[src/rtl/oled_spi_pkg.sv]
// Shared constants for the OLED SPI frame transmitter and the bridge's receive-side decode.
// Frame = {header, payload}; header carries RESb in bit 2 and DCb in bit 1.
package oled_spi_pkg;

  typedef enum logic [2:0] {
    ST_IDLE  = 3'd0,
    ST_SETUP = 3'd1,
    ST_SHIFT = 3'd2,
    ST_HOLD  = 3'd3,
    ST_GAP   = 3'd4
  } state_t;

  localparam int FRAME_BITS  = 16;
  localparam int HDR_RES_BIT = 2;
  localparam int HDR_DC_BIT  = 1;
  localparam logic [7:0] HDR_FIXED = 8'h00;

  function automatic logic [7:0] build_header(input logic res, input logic dc);
    logic [7:0] h;
    h              = HDR_FIXED;
    h[HDR_RES_BIT] = res;
    h[HDR_DC_BIT]  = dc;
    return h;
  endfunction

endpackage

[src/rtl/spi_tick_gen.sv]
// Phase timer: load with a length N and done is high on the last of those N cycles.
// Idles at zero, so done stays high whenever nothing is being timed.
module spi_tick_gen #(
  parameter int W = 16
) (
  input  logic         i_clk,
  input  logic         i_rst,
  input  logic         i_load,
  input  logic [W-1:0] i_len,
  output logic         o_done
);

  logic [W-1:0] r_cnt;

  always_ff @(posedge i_clk) begin
    if (i_rst)               r_cnt <= '0;
    else if (i_load)         r_cnt <= i_len - W'(1);
    else if (r_cnt != '0)    r_cnt <= r_cnt - W'(1);
  end

  assign o_done = (r_cnt == '0);

endmodule

[src/rtl/oled_spi_frame_tx.sv]
// SPI mode-0 master emitting one 16-bit {header, payload} frame per handshake,
// with CS setup/hold/gap guard times sized for the bridge's input synchronisers.
module oled_spi_frame_tx #(
  parameter int CLK_DIV = 4,
  parameter int CS_GAP  = 8
) (
  input  logic       CLK,
  input  logic       RST,
  input  logic [7:0] TX_DATA,
  input  logic       TX_DC,
  input  logic       TX_RES,
  input  logic       TX_VALID,
  output logic       TX_READY,
  output logic       BUSY,
  output logic       SPI_CSb,
  output logic       SPI_SCK,
  output logic       SPI_MOSI
);
  import oled_spi_pkg::*;

  localparam int CNT_W = 16;

  state_t                  r_state;
  logic [FRAME_BITS-1:0]   r_shreg;
  logic [4:0]              r_bitcnt;
  logic                    r_csb, r_sck, r_mosi, r_ready, r_busy;

  logic                    w_done, w_load, w_last;
  logic [CNT_W-1:0]        w_len;
  logic [FRAME_BITS-1:0]   w_frame;

  assign w_frame = {build_header(TX_RES, TX_DC), TX_DATA};
  assign w_last  = r_sck && (r_bitcnt == 5'(FRAME_BITS - 1));

  // The timer is reloaded on the same edge the FSM changes phase, so each phase
  // lasts exactly the loaded length.
  always_comb begin
    w_load = 1'b0;
    w_len  = CNT_W'(CLK_DIV);
    case (r_state)
      ST_IDLE:  begin w_load = TX_VALID; w_len = CNT_W'(CS_GAP); end
      ST_SETUP: w_load = w_done;
      ST_SHIFT: begin
        w_load = w_done;
        if (w_last) w_len = CNT_W'(CS_GAP);
      end
      ST_HOLD:  begin w_load = w_done; w_len = CNT_W'(CS_GAP); end
      default:  w_load = 1'b0;
    endcase
  end

  spi_tick_gen #(.W(CNT_W)) u_tick (
    .i_clk  (CLK),
    .i_rst  (RST),
    .i_load (w_load),
    .i_len  (w_len),
    .o_done (w_done)
  );

  always_ff @(posedge CLK) begin
    if (RST) begin
      r_state  <= ST_IDLE;
      r_shreg  <= '0;
      r_bitcnt <= '0;
      r_csb    <= 1'b1;
      r_sck    <= 1'b0;
      r_mosi   <= 1'b0;
      r_ready  <= 1'b1;
      r_busy   <= 1'b0;
    end else begin
      case (r_state)
        ST_IDLE: if (TX_VALID) begin
          r_shreg  <= w_frame;
          r_bitcnt <= '0;
          r_csb    <= 1'b0;
          r_sck    <= 1'b0;
          r_mosi   <= w_frame[FRAME_BITS-1];
          r_ready  <= 1'b0;
          r_busy   <= 1'b1;
          r_state  <= ST_SETUP;
        end
        ST_SETUP: if (w_done) r_state <= ST_SHIFT;
        ST_SHIFT: if (w_done) begin
          if (!r_sck) begin
            r_sck <= 1'b1;
          end else begin
            // End of high phase: next bit goes out while SCK is low again.
            r_sck    <= 1'b0;
            r_shreg  <= {r_shreg[FRAME_BITS-2:0], 1'b0};
            r_mosi   <= r_shreg[FRAME_BITS-2];
            r_bitcnt <= r_bitcnt + 5'd1;
            if (w_last) r_state <= ST_HOLD;
          end
        end
        ST_HOLD: if (w_done) begin
          r_csb   <= 1'b1;
          r_state <= ST_GAP;
        end
        ST_GAP: if (w_done) begin
          r_ready <= 1'b1;
          r_busy  <= 1'b0;
          r_state <= ST_IDLE;
        end
        default: r_state <= ST_IDLE;
      endcase
    end
  end

  assign TX_READY = r_ready;
  assign BUSY     = r_busy;
  assign SPI_CSb  = r_csb;
  assign SPI_SCK  = r_sck;
  assign SPI_MOSI = r_mosi;

endmodule
[config.mk]
export PLATFORM = sky130hd
export DESIGN_NAME = oled_spi_frame_tx
export DESIGN_NICKNAME = d
export VERILOG_FILES = /design/src/rtl/oled_spi_pkg.sv /design/src/rtl/spi_tick_gen.sv /design/src/rtl/oled_spi_frame_tx.sv
export SDC_FILE = /design/constraint.sdc
export NUM_CORES = 1
export LEC_CHECK = 0
export ABC_CLOCK_PERIOD_IN_PS = 2500
export CORE_UTILIZATION = 56
export DETAILED_ROUTE_END_ITERATION = 7
export HOLD_SLACK_MARGIN = 0.03
export PLACE_DENSITY = 0.84
export SETUP_SLACK_MARGIN = 0.15
export SKIP_LAST_GASP = 1
export SYNTH_ARGS = -nofsm -noshare
export SYNTH_HDL_FRONTEND = slang
export SYNTH_SLANG_ARGS = --single-unit
export TNS_END_PERCENT = 100
[constraint.sdc]
create_clock -name CLK -period 2.5 [get_ports CLK]
set_input_delay 0.25 -clock CLK [delete_from_list [all_inputs] [get_ports CLK]]
set_output_delay 0.25 -clock CLK [all_outputs]
set_load 0.05 [all_outputs]
==> Word-level counts from Yosys, hierarchy flattened <==
Cells that the tools add are included.
{ "op_classes": {"addsub": 3, "eq_ne": 12, "reduce_logical": 15, "n_mux": 34} }
{ "op_table": {"columns": ["operator", "count"], "rows": [
  ["$mux 15", 3],
  ["$mux 16", 2],
  ["$pmux 15 s2", 1],
  ["$mux 3", 7],
  ["$logic_not 16->1", 1],
  ["$reduce_bool 16->1", 1],
  ["$sub 16x1->16 const B", 1],
  ["$mux 5", 3],
  ["$pmux 3 s5", 1],
  ["$pmux 1 s2", 6],
  ["$pmux 5 s2", 1],
  ["$reduce_and 3->1", 3],
  ["$mux 1", 8],
  ["$ne 2x1->1 const B", 4],
  ["$pmux 4 s2", 1],
  ["$reduce_bool 2->1", 4],
  ["$reduce_and 7->1", 1],
  ["$eq 3x2->1 const B", 2],
  ["$ne 2x2->1 const B", 3],
  ["$add 5x1->5 const B", 1],
  ["$eq 5x4->1 const B", 1],
  ["$sub 4x1->5 const B", 1],
  ["$mux 4", 1],
  ["$reduce_and 4->1", 1],
  ["6 further kinds", 6]
]} }
{ "word_totals": {"out_inout_bits": 5, "wordCells": 73, "register_bits": 44, "inputBits": 13} }

==> Depth between registers and ports, before layout <==
Gate-level depths: netlist (run 1).
{ "depth": {"ltp_word": 6, "mapped_depth": 12, "depth_no_buf": 11} }

==> Cells and area by module <==
Synthesis (run 1) repeated with hierarchy kept, for this count alone.
{ "hier_totals": {"hier_cells": 281, "hier_area_um2": 2728.9} }
{ "by_module_without_submodules": {"columns": ["module", "cells_per_inst", "n_inst", "area_per_inst_um2", "seq_area_each_um2"], "rows": [
  ["oled_spi_frame_tx", 158, 1, 1524.0, 560.5],
  ["spi_tick_gen", 123, 1, 1204.9, 320.3]
]} }

==> Worst setup path after synthesis (run 1) <==
Ideal clock, no wire load.
{ "synth_path": {"path_kind": "register to register", "from": "reg r_bitcnt[0]", "to": "reg u_tick.r_cnt[10]", "synth_period_minus_slack_ns": 2.128, "stages_incl_launch_ff": 13, "setup_ns": 0.132, "t_required_ns": 2.368, "setup_slack_ns": 0.372, "n_path_buf": 1, "arrival_ns": 1.996, "path_cell_list": "dfxtp_1 > ha_1 > and3_1 > ha_1 > and2_1 > nor3_1 > a211o_1 > inv_1 > ha_1 > nor2b_1 > o21ai_0 > clkbuf_1 > o21ai_0"} }
{ "synth_between": {"elab_chain_cells": 6} }
{ "synth_rtl": {"columns": ["item", "line_no", "text"], "rows": [
  ["from (decl)", "oled_spi_frame_tx.sv:25", "logic [4:0] r_bitcnt;"],
  ["from (signal assigned)", "oled_spi_frame_tx.sv:91", "r_bitcnt <= r_bitcnt + 5'd1;"],
  ["$eq 5x4->1", "oled_spi_frame_tx.sv:33", "assign w_last = r_sck && (r_bitcnt == 5'(FRAME_BITS - 1));"],
  ["$logic_and 1x1->1", "oled_spi_frame_tx.sv:33", null],
  ["$mux 4", "oled_spi_frame_tx.sv:45", "if (w_last) w_len = CNT_W'(CS_GAP);"],
  ["$pmux 4 s2", "oled_spi_frame_tx.sv:40", "case (r_state)"],
  ["$sub 4x1->5", "spi_tick_gen.sv:17", "else if (i_load) r_cnt <= i_len - W'(1);"],
  ["$mux 16", "spi_tick_gen.sv:17", null],
  ["to (signal assigned)", "spi_tick_gen.sv:17", null],
  ["to (signal assigned)", "spi_tick_gen.sv:18", "else if (r_cnt != '0) r_cnt <= r_cnt - W'(1);"],
  ["to (decl)", "spi_tick_gen.sv:13", "logic [W-1:0] r_cnt;"]
]} }
No other way between the ends.
A chain may end at the register's enable or synchronous reset.

==> Worst setup path after layout (run 1) <==
{ "layout_path": {"from": "reg r_bitcnt[0]", "to": "reg u_tick.r_cnt[8]"} }
Same word-level chain as after synthesis.

==> impl_metrics.tcl, run 1 <==
set metrics [dict create \
    via_per_inst 5.81 \
    final_common_cell "dfxtp_1" \
    n_antenna_cell 0 \
    grt_pass1_vias 1636 \
    io_pins 18 \
    drive_above_1_share 0.0962 \
    worstMarginPinSlew_ns 0.529 \
    max_freq_ghz 0.449 \
    cts_root_buf "clkbuf_4" \
    net-switching-power_mw 0.959 \
    drc 0 \
    ctsResizeCount 0 \
    synth_xor_area_frac 0.0641 \
    clkTransAtPathRegs_ns 0.13 \
    fin_area_mm2 0.00232 \
    p_comb_frac 0.435 \
    ant_nets 0 \
    powerDensity_mw_per_mm2 1030 \
    internal_power_mw 1.44 \
    ys_types 47 \
    power.share.clock 0.134 \
    postCtsSetupBuffers 0 \
    p_leak_nw 0.855 \
    synthCells 219 \
    htree_levels 2 \
    avgSynthCellArea_um2 9.36 \
    rsz0062_at_grt "false" \
    maxCapViolCount 0 \
    vdd_ir_drop_max_mv 0.538 \
    die-area_mm2 0.00391 \
    period_needed_ns 2.23 \
    r2r_start "r_bitcnt[0]" \
    synthMuxAreaShare 0.0549 \
    swShare 0.400 \
    synth_edf_count 0 \
    drtPass1Iterations 4 \
    synth-async-reset-ratio 0 \
    worst_setup_path_start_kind "register" \
    synth_compound_area_frac 0.168 \
    synthFlopType "dfxtp_1" \
    syn2layout_area_growth_pct 13.1 \
    drtIter0Drc 71 \
    p_seq_frac 0.431 \
    numCtsBuffers 5 \
    ys_warn_count 0 \
    ys_ff_latch 44 \
    final_nets 257 \
    syn-num-nets 237 \
    grt.overflow.total 0 \
    layout_common_cells "dfxtp_1, clkdlybuf4s50_1, nor2_1, o21ai_0, a21oi_1" \
    status "complete, no violations" \
    cts_hold_buf 0 \
    yosysSeqAreaShare 0.430 \
    wirelength_um 4000 \
    grtUsageTotal 0.228 \
    hold_start "TX_DATA[0]" \
    crit_path_end_kind "register" \
    place.gp.congestion 0.786 \
    dp_hpwl_um 2780 \
    vias 1655 \
    synth_top_family_by_area "simple AND/OR/NAND/NOR gates" \
    tritoncts "yes" \
    drv_slew 0 \
    grt_max_degree 19 \
    synth-adder-area-share 0.0305 \
    min_path_type "input pin to register" \
    yosys.area_share.simple 0.203 \
    hold_viol_final 0 \
    num_rows 21 \
    tns_ns 0 \
    relSlewSlack 0.644 \
    fin_skew_ns 0.0112 \
    worst-endpoint-required_ns 2.73 \
    grt_pass1_wl_um 7200 \
    fin_hold_ws_ns 0.438 \
    die_x_um 62.5 \
    placed_cell_area_mm2 0.00226 \
    cts_buffer_depth 2 \
    clkLatencyLatePin_ns 0.36 \
    worstSetupPathType "register to register" \
    final-setup-viol-count 0 \
    syn_area_mm2 0.00205 \
    dieHeight_um 62.5 \
    place.port_buffers 17 \
    nFillCells 275 \
    core_area_mm2 0.00342 \
    finalCritPeriodShare 0.890 \
    routedWlPerCell_um 14.0 \
    startpoint "r_bitcnt[0]" \
    crit_arrival_ns 2.46 \
    cp_max_fo 6 \
    antenna_found_initial 0 \
    start_util 0.600 \
    cts_sinks 44 \
]
-- power by group through the flow --
| stage | combinational, mW | sequential, mW | clock, mW |
|---|---|---|---|
| after floorplan | 0.772 | 1.03 | 0 |
| after global placement | 1.00 | 1.04 | 0 |
| after detailed placement | 1.03 | 1.04 | 0 |
| after CTS | 1.04 | 1.03 | 0.328 |
| after global routing | 1.18 | 1.06 | 0.352 |
| final | 1.04 | 1.03 | 0.321 |
-- critical path: stages (launching register included) --
cell,delay [ns]
dfxtp_1,0.35
ha_1,0.20
and3_1,0.18
ha_1,0.18
and2_1,0.18
nor3_2,0.10
a211o_1,0.16
inv_1,0.05
ha_1,0.16
nor2b_1,0.12
o21ai_1,0.12
buf_2,0.20
o21ai_0,0.09
-- layout make-up --
class | instances | area, um^2 | area share
well taps | 46 | 57.6 | 0.0248
clock inverters | 1 | 5.00 | 0.00216
multi-input cells | 154 | 1070 | 0.462
repair buffers | 25 | 228 | 0.0982
flip-flops and latches | 44 | 881 | 0.380
clock buffers | 6 | 41.3 | 0.0178
inverters | 9 | 33.8 | 0.0146
-- sequential cells by signal, summed over array words and instances, names as in the netlist, 3 cells and up --
register / cells
u_tick.r_cnt: 16
r_shreg: 15
r_bitcnt: 5
r_state: 3
-- cells by family after synthesis --
| kind of cell | count (synthesis) |
|---|---|
| AOI/OAI and AO/OA | 51 |
| xor gates and xnor gates | 15 |
| adders and majority gates | 5 |
| buffers and inverters | 21 |
| DFF | 44 |
| muxes | 11 |
| and+or+nand+nor | 72 |
-- final timing paths --
check	end	slack [ns]	cells past startpoint
setup / recovery	u_tick.r_cnt[8]	0.27	12
hold / removal	r_shreg[0]	0.44	3
setup reg to reg	u_tick.r_cnt[8]	0.27	12
hold reg to reg	r_shreg[6]	0.48	1
-- per-stage QoR --
step / instances / power (mW) / util / setup slack (ns)
finish: 285 / 2.40 / 0.679 / 0.275
global route: 285 / 2.59 / 0.679 / 0.158
CTS: 284 / 2.40 / 0.676 / 0.280
detailed placement: 277 / 2.08 / 0.662 / 0.303
global placement: 277 / 2.04 / 0.662 / 0.408
floorplan: 219 / 1.80 / - / 0.372
-- synthesized netlist by cell type (all sizes together) (5+ instances only) --
cell / n / share of area
mux2i: 9 / 0.044
nand2: 10 / 0.018
o21ai: 15 / 0.037
inv: 9 / 0.016
ha: 5 / 0.031
clkbuf: 7 / 0.013
a22o: 8 / 0.034
nor4: 6 / 0.026
a21oi: 11 / 0.027
xnor2: 10 / 0.043
nor2: 15 / 0.029
dfxtp: 44 / 0.43
buf: 5 / 0.021
nor3: 11 / 0.027
xor2: 5 / 0.021
o2bb2ai: 9 / 0.038
-- routing by layer --
| layer | track usage | wire, um |
|---|---|---|
| met2 | 0.379 | 1880 |
| met1 | 0.291 | 1900 |
| met5 | 0 | 0 |
| met4 | 0.0814 | 50 |
| met3 | 0.0493 | 166 |
Note: power is estimated with default switching activity, not from simulation.
==> run 2, diff against run 1 <==
Settings changed: CORE_MARGIN from default to 4.
==> run 2 against run 1 <==
Net effect:
- die area grew 20%
- critical path depth is the same
- flip-flop and latch count is the same
- sequential share of layout area shrank 1.2 points
- combinational power is essentially flat
- register-to-register slack gained 0.07 ns
- sequential power is essentially flat
- clock skew shrank 0.0087 ns
- highest routed layer unchanged
- largest power group unchanged
- worst hold slack gained 0.032 ns
- setup slack gained 0.073 ns
- critical path type unchanged
- global-route usage shrank 3.7 points
==> impl_metrics.tcl, run 2 (synthesis gave the netlist of run 1 again) <==
set metrics [dict create \
    num_rows 21 \
    start_util 0.596 \
    tns_ns 0 \
    worstSetupPathType "register to register" \
    place.gp.congestion 0.804 \
    fin_skew_ns 0.00248 \
    top_register "u_tick.r_cnt" \
    setup_slack_ns 0.347 \
    worstMarginPinSlew_ns 0.518 \
    worst-endpoint-required_ns 2.67 \
    grt_max_degree 19 \
    antenna_found_initial 0 \
    hold_viol_final 0 \
    power.share.clock 0.222 \
    core_area_mm2 0.00344 \
    max_freq_ghz 0.465 \
    n_antenna_cell 0 \
    p_leak_nw 0.886 \
    ant_nets 0 \
    wirelength_um 3990 \
    grt_busiest_layer "met2" \
    final_nets 256 \
    rrSetupSlack_ns 0.35 \
    final_common_cell "dfxtp_1" \
    routedWlPerCell_um 14.0 \
    via_per_inst 5.70 \
    maxCapViolCount 0 \
    drtIter0Drc 95 \
    period_needed_ns 2.15 \
    largest_reg_flops 16 \
    use_met2 0.303 \
    clkLatencyLatePin_ns 0.30 \
    rsz0062_at_grt "false" \
    multi_input_area_mm2 0.00108 \
    place.port_buffers 17 \
    drc 0 \
    final_cells 285 \
    dp_hpwl_um 2730 \
    nFillCells 267 \
    swShare 0.367 \
    cts_buffer_depth 2 \
    die_x_um 68.5 \
    fin_hold_ws_ns 0.470 \
    vdd_ir_drop_max_mv 0.615 \
    grtUsageTotal 0.191 \
    clkTransAtPathRegs_ns 0.08 \
    layout_common_cells "dfxtp_1, clkdlybuf4s50_1, nor2_1, o21ai_0, a21oi_1" \
    ff_latch_area_um2 881 \
    drtPass1Iterations 4 \
    tritoncts "yes" \
    syn2layout_area_growth_pct 16.8 \
    grt.overflow.total 0 \
    min_path_type "register to register" \
    cts_root_buf "clkbuf_8" \
    grt_pass1_wl_um 6670 \
    worst_setup_path_start_kind "register" \
    dieHeight_um 68.5 \
    finalCritPeriodShare 0.861 \
    die-area_mm2 0.00469 \
    cp_max_fo 6 \
    drive_above_1_share 0.105 \
    grt_pass1_vias 1504 \
    p_seq_frac 0.387 \
    use_met1 0.240 \
    placedCellCount 276 \
    crit_path_end_kind "register" \
    io_pins 18 \
    p_comb_frac 0.391 \
    numCtsBuffers 5 \
    internal_power_mw 1.69 \
    status "complete, no violations" \
    reg_top3 "u_tick.r_cnt (16), r_shreg (15), r_bitcnt (5)" \
    pre_cts_ws_ns 0.327 \
    relSlewSlack 0.651 \
    vias 1624 \
    postCtsSetupBuffers 0 \
    cts_sinks 44 \
    grt_util_met3 0.0697 \
    drv_slew 0 \
    htree_levels 2 \
    crit_arrival_ns 2.32 \
    powerDensity_mw_per_mm2 1110 \
    net-switching-power_mw 0.977 \
    final-setup-viol-count 0 \
]
==> run 2: layout make-up <==
cell class,count,share of cell area
clock buffer,7,0.0402
tap,46,0.0240
inverter,9,0.0141
timing repair buffer,24,0.0920
clock inverter,1,0.0125
multi-input combinational,154,0.449
sequential,44,0.368
==> run 2: metrics by stage <==
| stage | util | power (mW) | instance area [um^2] |
|---|---|---|---|
| finish | 0.696 | 2.66 | 2390 |
| global route | 0.696 | 2.85 | 2390 |
| floorplan | - | 1.80 | 2050 |
| CTS | 0.692 | 2.66 | 2380 |
| global placement | 0.655 | 2.04 | 2250 |
| detailed placement | 0.655 | 2.06 | 2250 |
==> run 2: what timing repair did <==
action                     CTS  global route
setup endpoints to repair    0            12
hold buffers                 0             0
gates resized for setup      0             4
==> run 2: power by group through the flow <==
stage | sequential [mW] | combinational [mW] | clock, mW
3_5_place_dp | 1.04 | 1.02 | 0
3_3_place_gp | 1.04 | 1.00 | 0
2_1_floorplan | 1.03 | 0.772 | 0
6_report | 1.03 | 1.04 | 0.592
4_1_cts | 1.03 | 1.03 | 0.602
5_1_grt | 1.06 | 1.16 | 0.633
==> run 2: worst paths after layout <==
| kind | start | depth (start not counted) | to |
|---|---|---|---|
| setup / recovery | r_bitcnt[0] | 12 | u_tick.r_cnt[7] |
| hold / removal | r_shreg[1] | 1 | r_shreg[1] |
| setup reg to reg | r_bitcnt[0] | 12 | u_tick.r_cnt[7] |
| hold reg to reg | r_shreg[1] | 1 | r_shreg[1] |
==> run 2: layer usage <==
metal / wire [um] / share of wire
met5: 0 / 0
met4: 46 / 0.012
met3: 161 / 0.040
met2: 1830 / 0.46
met1: 1950 / 0.49
==> run 2: worst max-delay path, stage by stage (launching register included) <==
cell     delay, ns
dfxtp_1       0.35
ha_1          0.21
and3_1        0.18
ha_1          0.17
and2_1        0.17
nor3_2        0.10
a211o_1       0.16
inv_1         0.05
ha_1          0.17
nor2b_1       0.13
o21ai_2       0.07
buf_2         0.18
o21ai_0       0.09
==> run 3, diff against run 2 <==
Settings changed: CORE_MARGIN 4 to default.
==> results of run 3 <==
No change in the layout: final DEF, timing and power equal those of run 1.
